<file path="src/rtl/bitonic_sort_pipe_pkg.sv">
// Shared constants and helpers for the pipelined bitonic sorter.
// Optional feature macro: SORT_IDX_EN (argsort tags and index tie-break).
package sort_pkg;

    localparam logic DIR_ASC  = 1'b0;
    localparam logic DIR_DESC = 1'b1;

    // Keys are widened to this many bits before comparing (sign- or zero-extended),
    // which lets one comparator serve every DATA_WIDTH up to 64.
    localparam int CMP_W = 65;

    // One register column per compare-exchange column of the network.
    function automatic int stage_cnt(input int log_n);
        return log_n * (log_n + 1) / 2;
    endfunction

    function automatic logic cmp_gt(input logic [CMP_W-1:0] a,
                                    input logic [CMP_W-1:0] b,
                                    input logic             signed_en);
        if (signed_en) return $signed(a) > $signed(b);
        return a > b;
    endfunction

endpackage

</file>
<file path="src/rtl/bitonic_sort_pipe_cas_cell.sv">
// Combinational compare-and-swap cell: lo position receives the element that
// belongs first for the given direction (smaller when ascending).
// With SORT_IDX_EN, equal keys are ordered by original index, lowest first,
// independent of the vector's overall direction.
module sort_cas_cell
    import sort_pkg::*;
#(
    parameter int DATA_WIDTH = 16,
    parameter int IDX_W      = 3,
    parameter int SIGNED     = 0
) (
    input  logic                  desc_i,
    input  logic [DATA_WIDTH-1:0] a_key_i,
    input  logic [DATA_WIDTH-1:0] b_key_i,
    output logic [DATA_WIDTH-1:0] lo_key_o,
    output logic [DATA_WIDTH-1:0] hi_key_o
`ifdef SORT_IDX_EN
   ,input  logic                  dir_i,
    input  logic [IDX_W-1:0]      a_idx_i,
    input  logic [IDX_W-1:0]      b_idx_i,
    output logic [IDX_W-1:0]      lo_idx_o,
    output logic [IDX_W-1:0]      hi_idx_o
`endif
);

    logic a_gt_b, b_gt_a, swap;

    function automatic logic [CMP_W-1:0] ext(input logic [DATA_WIDTH-1:0] k);
        logic [CMP_W-1:0] e;
        e = '0;
        e[DATA_WIDTH-1:0] = k;
        for (int b = DATA_WIDTH; b < CMP_W; b++) e[b] = (SIGNED != 0) & k[DATA_WIDTH-1];
        return e;
    endfunction

    // Decide whether the pair must be exchanged; ties keep their positions
    // unless index tags are present to break them.
    always_comb begin
        a_gt_b = cmp_gt(ext(a_key_i), ext(b_key_i), SIGNED != 0);
        b_gt_a = cmp_gt(ext(b_key_i), ext(a_key_i), SIGNED != 0);
`ifdef SORT_IDX_EN
        // A descending vector sorts on {key, ~idx} in reverse, so equal keys
        // still leave with ascending original index.
        if (a_key_i == b_key_i) begin
            a_gt_b = (a_idx_i ^ {IDX_W{dir_i}}) > (b_idx_i ^ {IDX_W{dir_i}});
            b_gt_a = (b_idx_i ^ {IDX_W{dir_i}}) > (a_idx_i ^ {IDX_W{dir_i}});
        end
`endif
        swap     = desc_i ? b_gt_a : a_gt_b;
        lo_key_o = swap ? b_key_i : a_key_i;
        hi_key_o = swap ? a_key_i : b_key_i;
`ifdef SORT_IDX_EN
        lo_idx_o = swap ? b_idx_i : a_idx_i;
        hi_idx_o = swap ? a_idx_i : b_idx_i;
`endif
    end

endmodule

</file>
<file path="src/rtl/bitonic_sort_pipe.sv">
// Fully pipelined bitonic sorter, one vector per cycle, global-stall handshake.
// Every compare-exchange column is followed by a register column, so a vector
// appears at the output S = LOG_N*(LOG_N+1)/2 cycles after it is accepted.
// Optional feature macro: SORT_IDX_EN adds out_idx (argsort) and index tie-break.
module bitonic_sort_pipe
    import sort_pkg::*;
#(
    parameter int DATA_WIDTH = 16,
    parameter int LOG_N      = 3,
    parameter int SIGNED     = 0
) (
    input  logic                             clk,
    input  logic                             rst_n,
    input  logic                             in_valid,
    output logic                             in_ready,
    input  logic                             in_dir,
    input  logic [(2**LOG_N)*DATA_WIDTH-1:0] in_data,
    output logic                             out_valid,
    input  logic                             out_ready,
    output logic                             out_dir,
    output logic [(2**LOG_N)*DATA_WIDTH-1:0] out_data
`ifdef SORT_IDX_EN
   ,output logic [(2**LOG_N)*LOG_N-1:0]      out_idx
`endif
);

    localparam int N = 2 ** LOG_N;
    localparam int S = stage_cnt(LOG_N);

    typedef logic [N-1:0][DATA_WIDTH-1:0] vec_t;

    logic         en, accept;
    vec_t         key_in [S];
    vec_t         key_d  [S];
    vec_t         key_q  [S];
    logic [S-1:0] vld_d, vld_q, dir_src, dir_q;

`ifdef SORT_IDX_EN
    typedef logic [N-1:0][LOG_N-1:0] tag_t;
    tag_t tag_in [S];
    tag_t tag_d  [S];
    tag_t tag_q  [S];
`endif

    // The whole pipe advances together; it only stops when the output is full and blocked.
    assign en       = out_ready | ~vld_q[S-1];
    assign in_ready = en;
    assign accept   = in_valid & en;

    // Stage sources: the input port feeds column 0, each later column reads its predecessor.
    always_comb begin
        vld_d      = '0;
        dir_src    = '0;
        vld_d[0]   = accept;
        dir_src[0] = in_dir;
        for (int s = 1; s < S; s++) begin
            vld_d[s]   = vld_q[s-1];
            dir_src[s] = dir_q[s-1];
        end
    end

    for (genvar s = 0; s < S; s++) begin : g_src
        if (s == 0) begin : g_first
            assign key_in[s] = in_data;
`ifdef SORT_IDX_EN
            for (genvar i = 0; i < N; i++) begin : g_tag
                assign tag_in[s][i] = LOG_N'(i);
            end
`endif
        end else begin : g_rest
            assign key_in[s] = key_q[s-1];
`ifdef SORT_IDX_EN
            assign tag_in[s] = tag_q[s-1];
`endif
        end
    end

    // Network: block size 2^k, partner distance 2^J; column index counts all prior columns.
    for (genvar k = 1; k <= LOG_N; k++) begin : g_k
        for (genvar jj = 0; jj < k; jj++) begin : g_j
            localparam int J  = k - 1 - jj;
            localparam int ST = (k - 1) * k / 2 + jj;
            for (genvar i = 0; i < N; i++) begin : g_i
                if (((i >> J) & 1) == 0) begin : g_cell
                    localparam int   P    = i + (1 << J);
                    localparam logic BITK = (k == LOG_N) ? 1'b0 : 1'(((i >> k) & 1));
                    sort_cas_cell #(
                        .DATA_WIDTH(DATA_WIDTH),
                        .IDX_W     (LOG_N),
                        .SIGNED    (SIGNED)
                    ) u_cas (
                        .desc_i  (BITK ^ dir_src[ST]),
                        .a_key_i (key_in[ST][i]),
                        .b_key_i (key_in[ST][P]),
                        .lo_key_o(key_d[ST][i]),
                        .hi_key_o(key_d[ST][P])
`ifdef SORT_IDX_EN
                       ,.dir_i   (dir_src[ST]),
                        .a_idx_i (tag_in[ST][i]),
                        .b_idx_i (tag_in[ST][P]),
                        .lo_idx_o(tag_d[ST][i]),
                        .hi_idx_o(tag_d[ST][P])
`endif
                    );
                end
            end
        end
    end

    // Register columns: reset discards everything in flight; a stall freezes every column.
    always_ff @(posedge clk or negedge rst_n) begin
        if (!rst_n) begin
            vld_q <= '0;
            dir_q <= '0;
            for (int s = 0; s < S; s++) begin
                key_q[s] <= '0;
`ifdef SORT_IDX_EN
                tag_q[s] <= '0;
`endif
            end
        end else if (en) begin
            vld_q <= vld_d;
            dir_q <= dir_src;
            key_q <= key_d;
`ifdef SORT_IDX_EN
            tag_q <= tag_d;
`endif
        end
    end

    assign out_valid = vld_q[S-1];
    assign out_dir   = dir_q[S-1];
    assign out_data  = key_q[S-1];
`ifdef SORT_IDX_EN
    assign out_idx   = tag_q[S-1];
`endif

endmodule

</file>
<file path="config.mk">
export PLATFORM = sky130hd
export DESIGN_NAME = bitonic_sort_pipe
export DESIGN_NICKNAME = d
export VERILOG_FILES = /design/src/rtl/bitonic_sort_pipe_pkg.sv /design/src/rtl/bitonic_sort_pipe_cas_cell.sv /design/src/rtl/bitonic_sort_pipe.sv
export SDC_FILE = /design/constraint.sdc
export NUM_CORES = 2
export LEC_CHECK = 0
export ABC_AREA = 1
export BUFFER_PORTS_ARGS = -buffer_cell sky130_fd_sc_hd__buf_2
export CAP_MARGIN = 20
export CORE_MARGIN = 2
export CORE_UTILIZATION = 60
export CTS_BUF_LIST = sky130_fd_sc_hd__clkbuf_8
export CTS_CLUSTER_DIAMETER = 120
export CTS_CLUSTER_SIZE = 28
export DETAILED_ROUTE_END_ITERATION = 8
export GPL_TIMING_DRIVEN = 1
export PLACE_DENSITY_LB_ADDON = 0.15
export SETUP_SLACK_MARGIN = 0.1
export SYNTH_ARGS = -nofsm -noshare
export SYNTH_HDL_FRONTEND = slang
export SYNTH_SLANG_ARGS = --single-unit
export TNS_END_PERCENT = 50
</file>
<file path="constraint.sdc">
create_clock -name clk -period 3.8 [get_ports clk]
set_clock_uncertainty 0.15 [all_clocks]
set_input_delay 0 -clock clk [delete_from_list [all_inputs] [get_ports clk]]
set_output_delay 0 -clock clk [all_outputs]
set_load 0.1 [all_outputs]
</file>
[After elaboration in Yosys (flattened, before gate mapping)]
Index checks and enable logic that the tools add are counted.
Storage, ports and cells
  flip-flop bits (word level): 780
  bits in latches: 0
  memory bits (writable): 0
  memory bits (read-only): 0
  bits of input ports: 133
  memories: 0
Operators by class
  $add $sub $neg: 0
  $mul: 0
  divide/modulo/power cells: 0
  order comparisons: 48
  eq/ne operators: 0
  shift operators: 0
  muxes and demuxes: 72
  bitwise operators: 3
  reductions and logical operators: 0
Operators by type and width (count)
  16-bit greater-than comparator: 48
  16-bit two-way mux: 48
  1-bit two-way mux: 24
  1-bit bitwise AND: 1
  1-bit inverter: 1
  1-bit OR: 1

[Longest topological paths before layout]
  depth after elaboration: 3
  gate-level depth with buffers: 17
  gate-level depth less buffers: 16

[Hierarchy]
From an unflattened synthesis, not the netlist that was laid out.
Second synthesis, totals
  cell total of the unflattened synthesis: 7727
  area total of the unflattened synthesis: 58999.1 sq um
By module, submodules not included
  bitonic_sort_pipe: times used 1, cells an instance 3383, area an instance 30772.0 sq um, sequential area each 19518.7 sq um
  sort_cas_cell: times used 24, cells an instance 181, area an instance 1176.1 sq um, sequential area each 0.0 sq um

[Worst setup path before layout]
Ideal clock, no wire load.
  path kind: reg2reg
  from: reg vld_q[5]
  to: reg key_q (netlist bit key_in[212])
  arrival: 2.313 ns
  required time: 3.580 ns
  slack: 1.267 ns
  cell stages (with the launch flop): 7
  clock period less this slack: 2.533 ns
  cells stage by stage: dfrtp_1 inv_1 nor2_2 inv_2 clkbuf_1 nand3_1 nand2_1
Between the ends
  longest elaborated chain between the ends: 2
RTL lines
  from (decl): RTL line bitonic_sort_pipe.sv:36  | logic [S-1:0] vld_d, vld_q, dir_src, dir_q;
  from (signal assigned): RTL line bitonic_sort_pipe.sv:122  | vld_q <= vld_d;
  1-bit inverter: RTL line bitonic_sort_pipe.sv:46  | assign en = out_ready | ~vld_q[S-1];
  1-bit OR: RTL line bitonic_sort_pipe.sv:46
  named net in_ready: RTL line bitonic_sort_pipe.sv:15  | output logic in_ready,
  to (signal assigned): RTL line bitonic_sort_pipe.sv:124  | key_q <= key_d;
  to (decl): RTL line bitonic_sort_pipe.sv:35  | vec_t key_q [S];
The timed path passes the listed nets, and every way through them passes these cells.
A chain may end at the register's enable or synchronous reset.

[Worst setup path in the final report]
  from: in out_ready
  to: reg key_q (netlist bit key_in[625])
Between the ends
  longest elaborated chain between the ends: 1
RTL lines
  from (decl): RTL line bitonic_sort_pipe.sv:19  | input logic out_ready,
  1-bit OR: RTL line bitonic_sort_pipe.sv:46
Every way passes these cells.

==> flow_metrics.py <==
metrics = {
    "routing": {
        "routed_via_density": 5.59,
        "vias": 47900,
        "routed_wl_um": 151000,
        "first_pass_iters": 9,
        "drt.antenna.violating_nets": 0,
        "drt_iter0_markers": 4914,
        "route.detailed.drc": 1,
        "drt-wirelength-per-cell_um": 17.7,
    },
    "global_route": {
        "grt_antenna_before_repair": 2,
        "grt_max_degree": 217,
        "grt-busiest-layer": "met2",
        "grt_use_met2": 0.569,
        "grt_first_pass_wirelength_um": 241000,
        "grt-ovfl-total": 0,
        "use_met1": 0.483,
        "met3_usage": 0.0338,
        "first_global_vias": 44200,
        "grt_use_total": 0.351,
    },
    "logic_synthesis": {
        "syn_nets": 7755,
        "syn-cell-area_sq_um": 49900,
        "yosys.area.top_type_share": 0.391,
        "ys_seq_area_frac": 0.391,
        "synth_top_cell_by_area": "dfrtp_1",
        "synthSimpleGateAreaFrac": 0.386,
        "avgSynthCellArea_sq_um": 6.90,
        "synth_seq_cells": 780,
        "synth_area_leaders": "dfrtp_1, nand2_1, nand3_1",
        "synth_xor_xnor_area_share": 0,
        "synth_cells": 7238,
        "synth-compound-area-share": 0.0224,
        "synth_adder_area_share": 0.0962,
        "synth_top_family_by_area": "simple AND/OR/NAND/NOR gates",
        "synth_cell_types": 27,
        "yosysWarningCount": 0,
        "synthMuxAreaShare": 0,
    },
    "sta": {
        "tightest_slew_ns": 1.15,
        "rsz0062_at_grt": "false",
        "hold_viol_final": 0,
        "drv_slew": 0,
        "fmax_ghz": 0.279,
        "slew_headroom": 0.231,
        "finalCriticalPeriod_ns": 3.59,
        "setup_tns_ns": 0,
        "finalSetupViolCount": 0,
        "period_share": 0.945,
        "setup_ws_ns": 0.211,
    },
    "placement": {
        "io_buffers": 263,
        "place_congestion": 1.04,
        "post-place-cells": 8283,
        "pre_cts_slack_ns": 0.890,
        "dp_hpwl_um": 109000,
    },
    "die": {
        "dieArea_sq_um": 85600,
        "start_util": 0.607,
        "io_pins": 264,
        "num_rows": 105,
        "die_w_um": 293,
        "fp.coreArea_sq_um": 82200,
        "die_y_um": 293,
    },
    "setup_path": {
        "cp_slowest_stage_delay_ns": 0.58,
        "crit_type": "input pin to flop",
        "arrival_ns": 4.04,
        "crit_family": "buffers and inverters",
        "worstSetupEndpointType": "flop",
        "cpMostUsedCell": "dlygate4sd3_1",
        "slowest_stage": "dlygate4sd3_1",
        "worstPathRequired_ns": 4.25,
        "crit_chain": "dlygate4sd3_1 -> buf_2 -> dlygate4sd3_1 -> nor2_4 -> inv_8 -> buf_12 -> nand3_1 -> dlygate4sd3_1 -> nand2_1 -> dlygate4sd3_1",
        "crit_buf_inv": 7,
        "crit_fanout": 155,
        "crit_path_start_kind": "input pin",
    },
    "hold_path": {
        "hold_class": "input pin to flop",
    },
    "outcome": {
        "failed_checks": "design-rule violations",
        "status": "finished with violations",
    },
    "final_layout": {
        "area_delta_synth_final_pct": 9.93,
        "fin_util": 0.668,
        "instances_no_fill": 8571,
        "layout_common_cells": "nand2_1, nand3_1, inv_1",
        "final_layout_size_suffix_gt1_frac": 0.0581,
        "fin_nets": 8014,
        "mostFrequentLayoutCell": "nand2_1",
    },
    "clock_tree": {
        "post_cts_buffers": 0,
        "cts_tree": "done",
        "cts_buffer_depth": 3,
        "clk_latency_ns": 0.72,
        "htreeDepth": 2,
        "numCtsBuffers": 34,
        "root_buffer": "clkbuf_8",
        "numClockSinks": 780,
        "clkTransAtPathRegs_ns": 0.18,
    },
    "job": {
        "cap_viol_max_count": 0,
    },
}
state kept, by name, summed over array words and instances, names as in the netlist:
| signal | cells |
|---|---|
| vld_q | 6 |
| dir_q | 6 |
| out_data | 128 |
| key_in | 640 |
worst paths after layout:
kind                                            from                        end  slack, ns  cells after the start
worst max-delay path                       out_ready    key_in[625]$_DFFE_PN0N_       0.21                     10
worst min-delay path                      in_data[9]    key_in[537]$_DFFE_PN0N_       0.04                      6
worst max register to register  vld_q[5]$_DFFE_PN0N_    key_in[625]$_DFFE_PN0N_       0.37                      8
worst min register to register  vld_q[2]$_DFFE_PN0N_       vld_q[3]$_DFFE_PN0N_       0.34                      2
max in group asynchronous                      rst_n    key_in[596]$_DFFE_PN0N_       2.35                      4
min in group asynchronous                      rst_n  out_data[104]$_DFFE_PN0N_       0.50                      4
cell families after synthesis:
logic type / Yosys count
AO/OA/AOI/OAI: 209
adder cells (fa/ha/maj): 384
buffers and inverters: 1300
flip-flops: 780
AND/OR/NAND/NOR: 4565
routing by layer:
metal	routed length [um]	vias up
met2	70000	1785
met5	13	-
met1	64000	22400
met3	9930	312
met4	7380	2
li1	-	23400
timing repair:
action	4_1_cts	5_1_grt
hold buffers	246	0
endpoints found under the setup margin	0	36
endpoints found under the hold margin	1352	0
gates resized for setup	0	15
cell usage after synthesis (all sizes together):
library cell / count
inv: 906
a31oi: 4
clkinv: 5
nand4: 31
ha: 384
buf: 192
nor3: 2
nor3b: 2
dfrtp: 780
a21o: 23
nand2: 2802
nor2: 146
or2: 1
a21oi: 139
nand3: 1581
o21ai: 39
a21boi: 4
clkbuf: 197
final cells by class:
type / instances / area [sq um]
diodes: 1 / 2.50
inverters: 911 / 3430
clock buffers: 35 / 482
well taps: 1070 / 1340
fillers: 7261 / 27300
flip-flops and latches: 780 / 19500
multi-input cells: 5158 / 25200
clock inverters: 4 / 43.8
repair buffers: 612 / 4850
worst min-delay path, stage by stage:
cell and delay (ns):
dlygate4sd3_1 0.52, buf_2 0.10, inv_1 0.06, nand2_1 0.07, nand3_1 0.06, nand2_1 0.06
metrics by stage:
step	hold WS, ns	instance area [sq um]
after floorplan	-0.446	49900
after global placement	-0.0422	51800
after detailed placement	-0.0439	51800
after CTS	0.00785	54800
after global routing	0.0729	54900
final	0.0387	54900
Power is not shown: default switching activity piles up to over one toggle a cycle in this logic, so the estimate is an artifact.
